===== src/rtl/compare_pipe_sgn.sv =====
// Pipelined signed/unsigned magnitude comparator with valid/ready handshake,
// synchronous flush and a tag sideband. A binary eq/lt reduction tree over
// 1-bit leaves is split into STAGES register stages; the last stage drives
// the outputs directly.
module compare_pipe_sgn #(
    parameter int unsigned N      = 32,
    parameter int unsigned STAGES = 1,
    parameter int unsigned TAG_W  = 5
) (
    input  logic             i_clk,
    input  logic             i_rst_n,
    input  logic             i_flush,
    input  logic             i_valid,
    output logic             o_ready,
    input  logic [N-1:0]     i_a,
    input  logic [N-1:0]     i_b,
    input  logic             i_signed,
    input  logic [TAG_W-1:0] i_tag,
    output logic             o_valid,
    input  logic             i_ready,
    output logic             o_eq,
    output logic             o_lt,
    output logic             o_gt,
    output logic [TAG_W-1:0] o_tag
);

    localparam int unsigned L = $clog2(N);
    // Tree levels evaluated per stage; trailing stages may carry zero levels.
    localparam int unsigned K = (STAGES == 0) ? 1 : (L + STAGES - 1) / STAGES;

    if (N < 2 || (N & (N - 1)) != 0) begin : g_bad_n
        $error("compare_pipe_sgn: N must be a power of two >= 2");
    end
    if (STAGES < 1 || STAGES > L) begin : g_bad_stages
        $error("compare_pipe_sgn: STAGES must be in 1..log2(N)");
    end
    if (TAG_W < 1) begin : g_bad_tag
        $error("compare_pipe_sgn: TAG_W must be >= 1");
    end

    logic [N-1:0]     w_a, w_b;
    logic [N-1:0]     w_st_eq  [STAGES];
    logic [N-1:0]     w_st_lt  [STAGES];
    logic [N-1:0]     w_out_eq [STAGES];
    logic [N-1:0]     w_out_lt [STAGES];
    logic [STAGES-1:0] w_rdy;
    logic [STAGES-1:0] w_vin;
    logic             w_acc;
    logic             w_gt;
    logic             w_unused_hi;

    logic [N-1:0]     r_eq  [STAGES];
    logic [N-1:0]     r_lt  [STAGES];
    logic [TAG_W-1:0] r_tag [STAGES];
    logic [STAGES-1:0] r_v;
    logic             r_gt;
    logic             r_live;

    // Flipping the sign bits maps two's-complement order onto unsigned order.
    assign w_a = i_a ^ {i_signed, {(N-1){1'b0}}};
    assign w_b = i_b ^ {i_signed, {(N-1){1'b0}}};

    // Ready chain: stage s can load if it or any later stage has a hole, or
    // the consumer takes the output beat. Flattened to avoid a self-loop.
    always_comb begin
        logic t_rdy;
        w_rdy = '0;
        for (int unsigned s = 0; s < STAGES; s++) begin
            t_rdy = i_ready;
            for (int unsigned j = s; j < STAGES; j++) begin
                t_rdy = t_rdy | ~r_v[j];
            end
            w_rdy[s] = t_rdy;
        end
    end

    assign o_ready = r_live & w_rdy[0] & ~i_flush;
    assign w_acc   = i_valid & o_ready;

    // Valid entering each stage.
    always_comb begin
        w_vin    = '0;
        w_vin[0] = w_acc;
        for (int unsigned s = 1; s < STAGES; s++) begin
            w_vin[s] = r_v[s-1];
        end
    end

    // Reduction tree: each stage runs its slice of levels on its input nodes.
    always_comb begin
        logic [N-1:0] t_eq, t_lt, n_eq, n_lt;
        int unsigned  lo, hi;
        w_st_eq[0] = ~(w_a ^ w_b);
        w_st_lt[0] = ~w_a & w_b;
        for (int unsigned s = 1; s < STAGES; s++) begin
            w_st_eq[s] = r_eq[s-1];
            w_st_lt[s] = r_lt[s-1];
        end
        for (int unsigned s = 0; s < STAGES; s++) begin
            lo   = (s * K < L) ? s * K : L;
            hi   = ((s + 1) * K < L) ? (s + 1) * K : L;
            t_eq = w_st_eq[s];
            t_lt = w_st_lt[s];
            for (int unsigned lvl = 0; lvl < L; lvl++) begin
                if (lvl >= lo && lvl < hi) begin
                    n_eq = '0;
                    n_lt = '0;
                    for (int unsigned i = 0; i < N / 2; i++) begin
                        n_eq[i] = t_eq[2*i+1] & t_eq[2*i];
                        n_lt[i] = t_lt[2*i+1] | (t_eq[2*i+1] & t_lt[2*i]);
                    end
                    t_eq = n_eq;
                    t_lt = n_lt;
                end
            end
            w_out_eq[s] = t_eq;
            w_out_lt[s] = t_lt;
        end
    end

    assign w_gt = ~w_out_eq[STAGES-1][0] & ~w_out_lt[STAGES-1][0];

    // Ready stays low through reset and rises on the first edge after release.
    always_ff @(posedge i_clk or negedge i_rst_n) begin
        if (!i_rst_n) r_live <= 1'b0;
        else          r_live <= 1'b1;
    end

    // Pipeline registers: data only loads with a valid beat so that the
    // outputs hold their last value through bubbles and flushes.
    always_ff @(posedge i_clk or negedge i_rst_n) begin
        if (!i_rst_n) begin
            r_v  <= '0;
            r_gt <= 1'b0;
            for (int unsigned s = 0; s < STAGES; s++) begin
                r_eq[s]  <= '0;
                r_lt[s]  <= '0;
                r_tag[s] <= '0;
            end
        end else if (i_flush) begin
            r_v <= '0;
        end else begin
            for (int unsigned s = 0; s < STAGES; s++) begin
                if (w_rdy[s]) begin
                    r_v[s] <= w_vin[s];
                    if (w_vin[s]) begin
                        r_eq[s]  <= w_out_eq[s];
                        r_lt[s]  <= w_out_lt[s];
                        r_tag[s] <= (s == 0) ? i_tag : r_tag[(s == 0) ? 0 : s - 1];
                        if (s == STAGES - 1) r_gt <= w_gt;
                    end
                end
            end
        end
    end

    assign o_valid = r_v[STAGES-1];
    assign o_eq    = r_eq[STAGES-1][0];
    assign o_lt    = r_lt[STAGES-1][0];
    assign o_gt    = r_gt;
    assign o_tag   = r_tag[STAGES-1];

    // Only the root node of the final stage is meaningful.
    assign w_unused_hi = ^{r_eq[STAGES-1][N-1:1], r_lt[STAGES-1][N-1:1]};

endmodule

===== config.mk =====
export PLATFORM = sky130hd
export DESIGN_NAME = compare_pipe_sgn
export DESIGN_NICKNAME = d
export VERILOG_FILES = /design/src/rtl/compare_pipe_sgn.sv
export SDC_FILE = /design/constraint.sdc
export NUM_CORES = 1
export LEC_CHECK = 0
export BUFFER_PORTS_ARGS = -buffer_cell sky130_fd_sc_hd__buf_2
export CAP_MARGIN = 0
export CORE_MARGIN = 2
export CORE_UTILIZATION = 42
export DETAILED_ROUTE_END_ITERATION = 6
export GPL_TIMING_DRIVEN = 0
export PLACE_DENSITY = 0.81
export SETUP_SLACK_MARGIN = 0.15
export SYNTH_ARGS = -nofsm -noshare
export SYNTH_HDL_FRONTEND = slang
export SYNTH_SLANG_ARGS = --single-unit

===== constraint.sdc =====
create_clock -name i_clk -period 1.85 [get_ports i_clk]
set_input_delay 0.2775 -clock i_clk [delete_from_list [all_inputs] [get_ports i_clk]]
set_output_delay 0.2775 -clock i_clk [all_outputs]
set_load 0.02 [all_outputs]

==> results of run 1 <==
==> path summary, 6_finish.rpt <==
| path | cells past startpoint | slack [ps] | endpoint | start |
|---|---|---|---|---|
| worst max-delay path | 7 | 210 | o_gt | i_signed |
| worst min-delay path | 2 | 230 | o_valid | i_flush |
| worst max register to register | 5 | 240 | o_gt | o_valid |
| worst min register to register | 1 | 490 | o_gt | o_gt |
| max in group asynchronous | 2 | 1270 | o_tag[1] | i_rst_n |
| min in group asynchronous | 2 | 390 | r_lt[0] | i_rst_n |
==> report_power, final <==
group	switching [mW]	internal, mW	total (mW)
Combinational	0.191	0.181	0.372
Clock	0.0735	0.0752	0.149
Sequential	0.0173	0.254	0.271
Total	0.281	0.511	0.792
==> layer usage <==
metal	global-route usage (%)	routed length (µm)	vias up
met4	2.99	17	0
li1	-	-	669
met1	19.6	1140	572
met3	4.46	290	2
met2	31.5	1360	54
met5	0	0	-
==> area by class of cell <==
class | count | area (µm²) | share of cell area [%]
timing repair buffer | 85 | 430 | 24.7
multi-input combinational | 97 | 887 | 50.8
tap | 31 | 38.8 | 2.22
inverter | 31 | 116 | 6.67
sequential | 10 | 250 | 14.3
clock buffer | 3 | 22.5 | 1.29
==> cells in the final DEF (no fill, tap or decap), drive strengths merged <==
cell / count
a2111oi: 1
nand2: 6
dfrtp: 10
nor4: 2
nand4: 8
nor4b: 1
a32o: 1
a211oi: 2
nand2b: 1
nor2: 2
clkbuf: 3
dlygate4sd3: 1
xnor2: 1
a21oi: 14
o21ai: 6
nand4b: 1
a221o: 1
and3b: 1
o31ai: 1
xor2: 1
mux2: 5
conb: 1
or3: 1
a21o: 3
nand3: 4
ha: 32
inv: 31
nor3: 1
buf: 84
==> registers in the layout (all words and copies together), names as in the netlist <==
register,cells
o_gt,1
r_eq,1
r_lt,1
o_tag,5
r_live,1
o_valid,1
==> kinds of logic (layout without fill, tap and decap cells) <==
family,count (synthesis),in the layout
adders and majority gates,32,32
buffers and inverters,31,119
AOI/OAI and AO/OA,29,29
and+or+nand+nor,28,28
DFF,10,10
muxes,5,5
xor gates and xnor gates,2,2
other,1,1
==> per-stage QoR <==
| step | setup slack [ps] | setup TNS [ps] | util (%) | hold slack, ps |
|---|---|---|---|---|
| 6_report | 210 | 0 | 63.3 | 229 |
| 5_1_grt | 116 | 0 | 63.3 | 229 |
| 4_1_cts | 211 | 0 | 62.4 | 226 |
| 3_5_place_dp | -234 | -319 | 61.0 | 146 |
| 3_3_place_gp | -208 | -275 | 61.0 | 141 |
| 2_1_floorplan | 158 | 0 | - | -18.1 |
==> repair_timing <==
item                       in CTS  in global routing
hold endpoints to repair       10                  0
gates cloned                    0                  0
setup endpoints to repair       1                  1
pin swaps                       1                  1
hold buffers                    1                  0
resized for setup               1                  4
==> metrics.yaml, run 1 <==
setup_path:
  cpPeakStageDelay_ps: 310
  crit_fanout: 4
  crit_path_top_delay_cell: "nor3_2"
  cp-end-kind: "flip-flop"
  worstSetupPathType: "in2reg"
  cp_data_required_time_ps: 2010
  cp.arrival_ps: 1800
  cp-start-kind: "primary input"
  path_cells: "buf_2 -> xor2_1 -> ha_1 -> nand4_1 -> nor3_2 -> a2111oi_4 -> a32o_2"
  cpLargestDelayFamily: "simple AND/OR/NAND/NOR gates"
  worst-path-buf-inv: 1
timing:
  rsz0062_at_grt: "no"
  skew_ps: 2.39
  period_needed_ps: 1640
  fmax_mhz: 610
  setup_viol: 0
  hold_viol: 0
  finalCritPeriodShare_pct: 88.6
  drv_slew: 0
routing:
  detail_route.first_pass.iterations: 4
  vias_per_cell: 5.05
  wire_per_inst_um: 11.0
  wirelength_mm: 2.82
  vias: 1297
  ant_nets: 0
  drcViolationCount: 0
  drt-initial-drc-count: 22
cells_and_area:
  fin_cells: 257
  layout-drive-gt1-share_pct: 45.1
  fin_nets: 335
  fin_area_um2: 1750
  area_delta_synth_final_pct: 42.6
  fill_cells: 232
  antennaDiodeCount: 0
min_path:
  holdCritPathClass: "in2reg"
clock_network:
  cts_root_buf: "clkbuf_4"
  insertion_delay_ps: 270
  cts_tree: "yes"
  path_clk_slew_ps: 60
  cts_sinks: 10
  clk_path_buf_depth: 2
  cts_setup_buffers: 0
  cts_buffers: 3
  htreeDepth: 1
synth:
  syn_inst: 138
  synthMuxAreaShare_pct: 4.60
  synth_area_leaders: "ha_1, dfrtp_1, inv_1, a21oi_1, mux2_2"
  synthAdderAreaFrac_pct: 32.7
  synthTopCellsByCount: "ha_1, inv_1, a21oi_1, dfrtp_1, nand4_1"
  syn_nets: 245
  synth_edf_count: 0
  ys.flop_type: "dfrtp_1"
  synth.distinct_cells: 26
  synth_most_common_cell: "ha_1"
  async_flop_share_pct: 100
  synth_seq_cells: 10
  seq_area_frac_synth_pct: 20.4
  synthSimpleGateAreaFrac_pct: 15.1
  synth-xor-area-share_pct: 1.43
  syn_area_um2: 1220
  yosysTopAreaCellShare_pct: 32.7
  ys_warn_count: 0
  synth_top_family_by_area: "adder cells"
  synth_top_area_cell: "ha_1"
  syn_avg_cell_area_um2: 8.87
  synth_compound_area_share_pct: 15.8
global_route:
  grtUsageTotal_pct: 17.0
  grt_start_max_net_pins: 11
  grt_remaining_overflow: 0
  antenna_found_initial: 0
  grt_pass1_vias: 1157
  grt_pass1_wl_mm: 4.53
flow_run:
  cap_violations: 0
die:
  fp-row-count: 19
  dieArea_um2: 3360
  fp.dieW_um: 58.0
  pin_count: 85
  core_um2: 2760
  die_y_um: 58.0
  start_util_pct: 44.4
placed_design:
  dpl.cell_count: 253
  gp_congestion: 0.765
  io_buffers: 84
  placed_cell_area_um2: 1680
  hpwl_mm: 2.53
run_status:
  status: "finished clean"
power:
  ir_worst_vdd_mv: 0.499
  power.total_mw: 0.792
  p_leak_nw: 1.05
  cellPowerDensity_nw_per_um2: 454
Note: power is estimated with default switching activity, not from simulation.
==> run 2: changes to the inputs <==
- CORE_UTILIZATION: 42 -> 40
- PLACE_DENSITY: 0.81 -> 0.78
==> metrics.yaml, run 2 (same netlist as run 1, synthesis figures left out) <==
run_status:
  status: "finished clean"
clock_network:
  path_clk_slew_ps: 70  # about the same
  cts_tree: "yes"
  htreeDepth: 1  # unchanged
  cts_buffers: 3  # unchanged
  cts_sinks: 10  # unchanged
  insertion_delay_ps: 270  # about the same
  clk_path_buf_depth: 2  # unchanged
  cts_root_buf: "clkbuf_4"
cells_and_area:
  most-common-layout-cells: "buf_2, ha_1, inv_1"
  fin_area_um2: 1810  # +3.7%
  utilization_pct: 60.8  # -2.5 points
  area_delta_synth_final_pct: 48.0
  fin_nets: 341  # +1.8%
  layout-drive-gt1-share_pct: 47.2  # +2.1 points
  antennaDiodeCount: 0  # unchanged
  final_common_cell: "buf_2"
  largest_register_ffs: 5  # unchanged
  fin_cells: 266  # +3.5%
timing:
  tns_ps: 0  # unchanged
  rsz0062_at_grt: "no"
  fmax_mhz: 634  # +3.9%
  worst_slack_ps: 272  # +61.8 ps
  drv_slew: 0  # unchanged
  skew_ps: 1.78  # -0.607 ps
  period_needed_ps: 1580  # -61.8 ps
  whs_ps: 237  # +7.98 ps
  setup_viol: 0  # unchanged
  hold_viol: 0  # unchanged
  finalCritPeriodShare_pct: 85.3  # -3.3 points
routing:
  drcViolationCount: 0  # unchanged
  vias: 1274  # -1.8%
  detail_route.first_pass.iterations: 4  # unchanged
  wire_per_inst_um: 10.3  # -5.9%
  vias_per_cell: 4.79  # -5.1%
  ant_nets: 0  # unchanged
  wirelength_mm: 2.74  # -2.6%
  drt-initial-drc-count: 33  # +50%
setup_path:
  cp-start-kind: "primary input"
  cp_data_required_time_ps: 2010  # about the same
  cp.arrival_ps: 1730  # -70 ps
  cpPeakStageDelay_ps: 400  # +90 ps
  crit_path_top_delay_cell: "nor4_4"
  path_cells: "buf_2 -> inv_1 -> ha_1 -> nand4_1 -> nor4_4 -> o31ai_2 -> a32o_2"
  worstSetupPathType: "in2reg"
  crit_fanout: 3  # -1
  cp-end-kind: "flip-flop"
power:
  ir_worst_vdd_mv: 0.412  # -17%
  p_leak_nw: 1.08  # +3.1%
  power.total_mw: 0.845  # +6.7%
  cellPowerDensity_nw_per_um2: 467  # +2.9%
global_route:
  grt_remaining_overflow: 0  # unchanged
  grt_pass1_wl_mm: 4.27  # -5.6%
  antenna_found_initial: 0  # unchanged
  grtUsageTotal_pct: 15.7  # -1.3 points
  grt_start_max_net_pins: 11  # unchanged
  top_usage_layer: "met2"
  use_met1_pct: 17.5  # -2.1 points
  met3_usage_pct: 2.18  # -2.3 points
  grt_pass1_vias: 1125  # -2.8%
  met2_usage_pct: 29.5  # -2.0 points
placed_design:
  io_buffers: 84  # unchanged
  place_ws_ps: -201  # +32.6 ps
  placed_cell_area_um2: 1690  # +0.15%
  gp_congestion: 0.748  # -2.1%
  dpl.cell_count: 255  # +0.79%
  hpwl_mm: 2.45  # -2.9%
die:
  die_y_um: 59.3  # +2.3%
  start_util_pct: 41.1  # -3.3 points
  fp.dieW_um: 59.3  # +2.3%
  dieArea_um2: 3520  # +4.7%
  fp-row-count: 20  # +1
  pin_count: 85  # unchanged
  core_um2: 2980  # +8.0%
flow_run:
  cap_violations: 0  # unchanged
min_path:
  holdCritPathClass: "in2reg"
==> run 2: cell types whose count changed in the layout (fill, tap and decap cells not counted) <==
cell      before  now
buf_4          0    6
a21oi_1       14   13
a21oi_2        0    1
clkbuf_8       0    1
==> run 2: worst paths after layout <==
kind	from	to	slack, ps	depth (start not counted)
min in group asynchronous	i_rst_n	o_tag[1]	390	2
max in group asynchronous	i_rst_n	o_tag[0]	1270	2
worst min register to register	r_eq[0]	r_eq[0]	480	2
worst min-delay path	i_tag[2]	o_tag[2]	240	2
worst max register to register	o_valid	o_gt	300	5
worst max-delay path	i_a[27]	o_gt	270	7
==> run 2: worst max-delay path: cells and delay by family <==
kind | cells | cell delay (ps)
buffers and inverters | 2 | 100
adders and majority gates | 1 | 310
and+or+nand+nor | 2 | 640
AOI/OAI and AO/OA | 2 | 410
==> run 2: layout make-up <==
type                            instances  area, µm²
Clock buffer                            4       36.3
Fill cell                             261       1170
Inverter                               31        116
Multi-Input combinational cell         97        891
Sequential cell                        10        250
Tap cell                               33       41.3
Timing Repair Buffer                   91        475
==> run 2: power breakdown <==
part / switching [mW] / internal [mW]
logic: 0.189 / 0.187
clock network: 0.0769 / 0.120
registers: 0.0184 / 0.254
==> run 2: repair_timing <==
action	4_1_cts	5_1_grt
pin swaps	0	3
cloned	0	0
endpoints found under the setup margin	1	1
hold buffers	1	0
endpoints found under the hold margin	10	0
gates resized for setup	1	5
buffers inserted	0	6
==> run 2: layer usage <==
layer	vias to the layer above	part of all wire, %	wire, µm
li1	680	-	-
met1	547	42	1140
met2	43	51	1400
met3	4	6.1	166
met4	0	1.1	31
met5	-	0	0
==> run 3: changes to the inputs <==
- BUFFER_PORTS_ARGS: -buffer_cell sky130_fd_sc_hd__buf_2 -> not set
- CAP_MARGIN: 0 -> 30
- DONT_BUFFER_PORTS: not set -> 1
- PLACE_DENSITY: 0.78 -> 0.54
- clock period: 1.85 -> 1.47 ns (I/O delays scaled with it)
==> metrics.yaml, run 3 (same netlist as run 1, synthesis figures left out) <==
clock_network:
  clk_path_buf_depth: 2  # unchanged
  cts_root_buf: "clkbuf_4"
  cts_tree: "yes"
  cts_buffers: 3  # unchanged
  insertion_delay_ps: 250  # -20 ps
  cts_sinks: 10  # unchanged
  path_clk_slew_ps: 60  # about the same
  htreeDepth: 1  # unchanged
die:
  start_util_pct: 41.1  # unchanged
  fp-row-count: 20  # unchanged
  core_um2: 2980  # unchanged
  dieArea_um2: 3520  # unchanged
  die_y_um: 59.3  # unchanged
  fp.dieW_um: 59.3  # unchanged
  pin_count: 85  # unchanged
global_route:
  grt_start_max_net_pins: 11  # unchanged
  top_usage_layer: "met2"
  met3_usage_pct: 2.18  # unchanged
  met2_usage_pct: 27.0  # -2.5 points
  grt_pass1_wl_mm: 3.65  # -15%
  antenna_found_initial: 0  # unchanged
  use_met1_pct: 13.2  # -4.4 points
  grt_remaining_overflow: 0  # unchanged
  grtUsageTotal_pct: 13.4  # -2.3 points
  grt_pass1_vias: 988  # -12%
setup_path:
  cp-end-kind: "flip-flop"
  cp_data_required_time_ps: 1660  # -350 ps
  worstSetupPathType: "reg2reg"
  cp-start-kind: "flip-flop"
  crit_fanout: 2  # -1
  cp.arrival_ps: 1760  # +30 ps
cells_and_area:
  most-common-layout-cells: "ha_1, inv_1, a21oi_1"
  final_common_cell: "ha_1"
  fin_area_um2: 1370  # -25%
  layout-drive-gt1-share_pct: 16.3  # -31 points
  fill_cells: 301  # +15%
  antennaDiodeCount: 0  # unchanged
  area_delta_synth_final_pct: 11.7
  largest_register_ffs: 5  # unchanged
  fin_nets: 255  # -25%
routing:
  drcViolationCount: 0  # unchanged
  drt-initial-drc-count: 21  # -36%
  vias_per_cell: 5.58  # +16%
  detail_route.first_pass.iterations: 2  # -2
  wire_per_inst_um: 13.5  # +31%
  wirelength_mm: 2.43  # -11%
  vias: 1004  # -21%
  ant_nets: 0  # unchanged
placed_design:
  hpwl_mm: 2.18  # -11%
  io_buffers: 0  # -100%
  place_ws_ps: -274  # -73.3 ps
  placed_cell_area_um2: 1290  # -23%
  gp_congestion: 0.676  # -9.7%
run_status:
  status: "finished, violations left"
  violations: "setup timing"
timing:
  fmax_mhz: 636
  hold_viol: 0  # unchanged
  rsz0062_at_grt: "yes"
  skew_ps: 6.83  # +5.05 ps
  worst_slack_ps: -103  # -376 ps
  tns_ps: -201  # -201 ps
  setup_viol: 3  # +3
  drv_slew: 0  # unchanged
  finalCritPeriodShare_pct: 107
  whs_ps: 70.2  # -167 ps
  period_needed_ps: 1570
power:
  p_leak_nw: 0.722  # -33%
  ir_worst_vdd_mv: 0.469  # +14%
  cellPowerDensity_nw_per_um2: 637  # +36%
  power.total_mw: 0.870  # +2.9%
flow_run:
  cap_violations: 0  # unchanged
min_path:
  holdCritPathClass: "in2reg"
==> run 3: final timing paths <==
| check | from | to | slack, ps | depth (start not counted) |
|---|---|---|---|---|
| setup / recovery | o_valid | o_gt | -100 | 5 |
| max in group asynchronous | i_rst_n | o_valid | 800 | 1 |
| setup reg to reg | o_valid | o_gt | -100 | 5 |
| hold reg to reg | r_eq[0] | r_eq[0] | 640 | 2 |
| hold / removal | i_flush | o_valid | 70 | 1 |
| min in group asynchronous | i_rst_n | o_tag[4] | 340 | 1 |
==> run 3: layout make-up <==
class | count | area, µm² | share of cell area [%]
sequential | 10 | 251 | 18.4
tap | 33 | 41.3 | 3.02
multi-input combinational | 97 | 883 | 64.7
timing repair buffer | 5 | 47.5 | 3.48
clock buffer | 4 | 26.3 | 1.92
inverter | 31 | 116 | 8.52
==> run 3: report_power, final <==
part | switching, mW | leakage (nW) | internal, mW
Combinational | 0.135 | 0.586 | 0.139
Sequential | 0.0876 | 0.120 | 0.320
Clock | 0.0837 | 0.0150 | 0.104
Total | 0.307 | 0.722 | 0.563
==> run 3: through the flow <==
step                      utilization (%)  cells
after floorplan                         -    138
after global placement               43.4    171
after detailed placement             43.4    171
after CTS                            45.1    178
after global routing                 45.9    180
final                                45.9    180
==> run 3: what timing repair did <==
action / CTS / global route
setup buffers: 2 / 2
resized for setup: 0 / 2
setup endpoints to repair: 3 / 4
hold buffers: 1 / 0
pin swaps: 2 / 1
endpoints found under the hold margin: 10 / 0
==> run 3: per-layer routing <==
metal / vias to the layer above / routed length, µm
li1: 508 / -
met1: 459 / 917
met2: 35 / 1360
met3: 2 / 150
met4: 0 / 9
met5: - / 0
==> run 3: worst max-delay path, stage by stage (launching register included) <==
cell and delay (ps):
dfrtp_2 470, nand2b_4 110, nand4b_4 110, or3_4 390
a2111oi_4 220, a32o_2 220
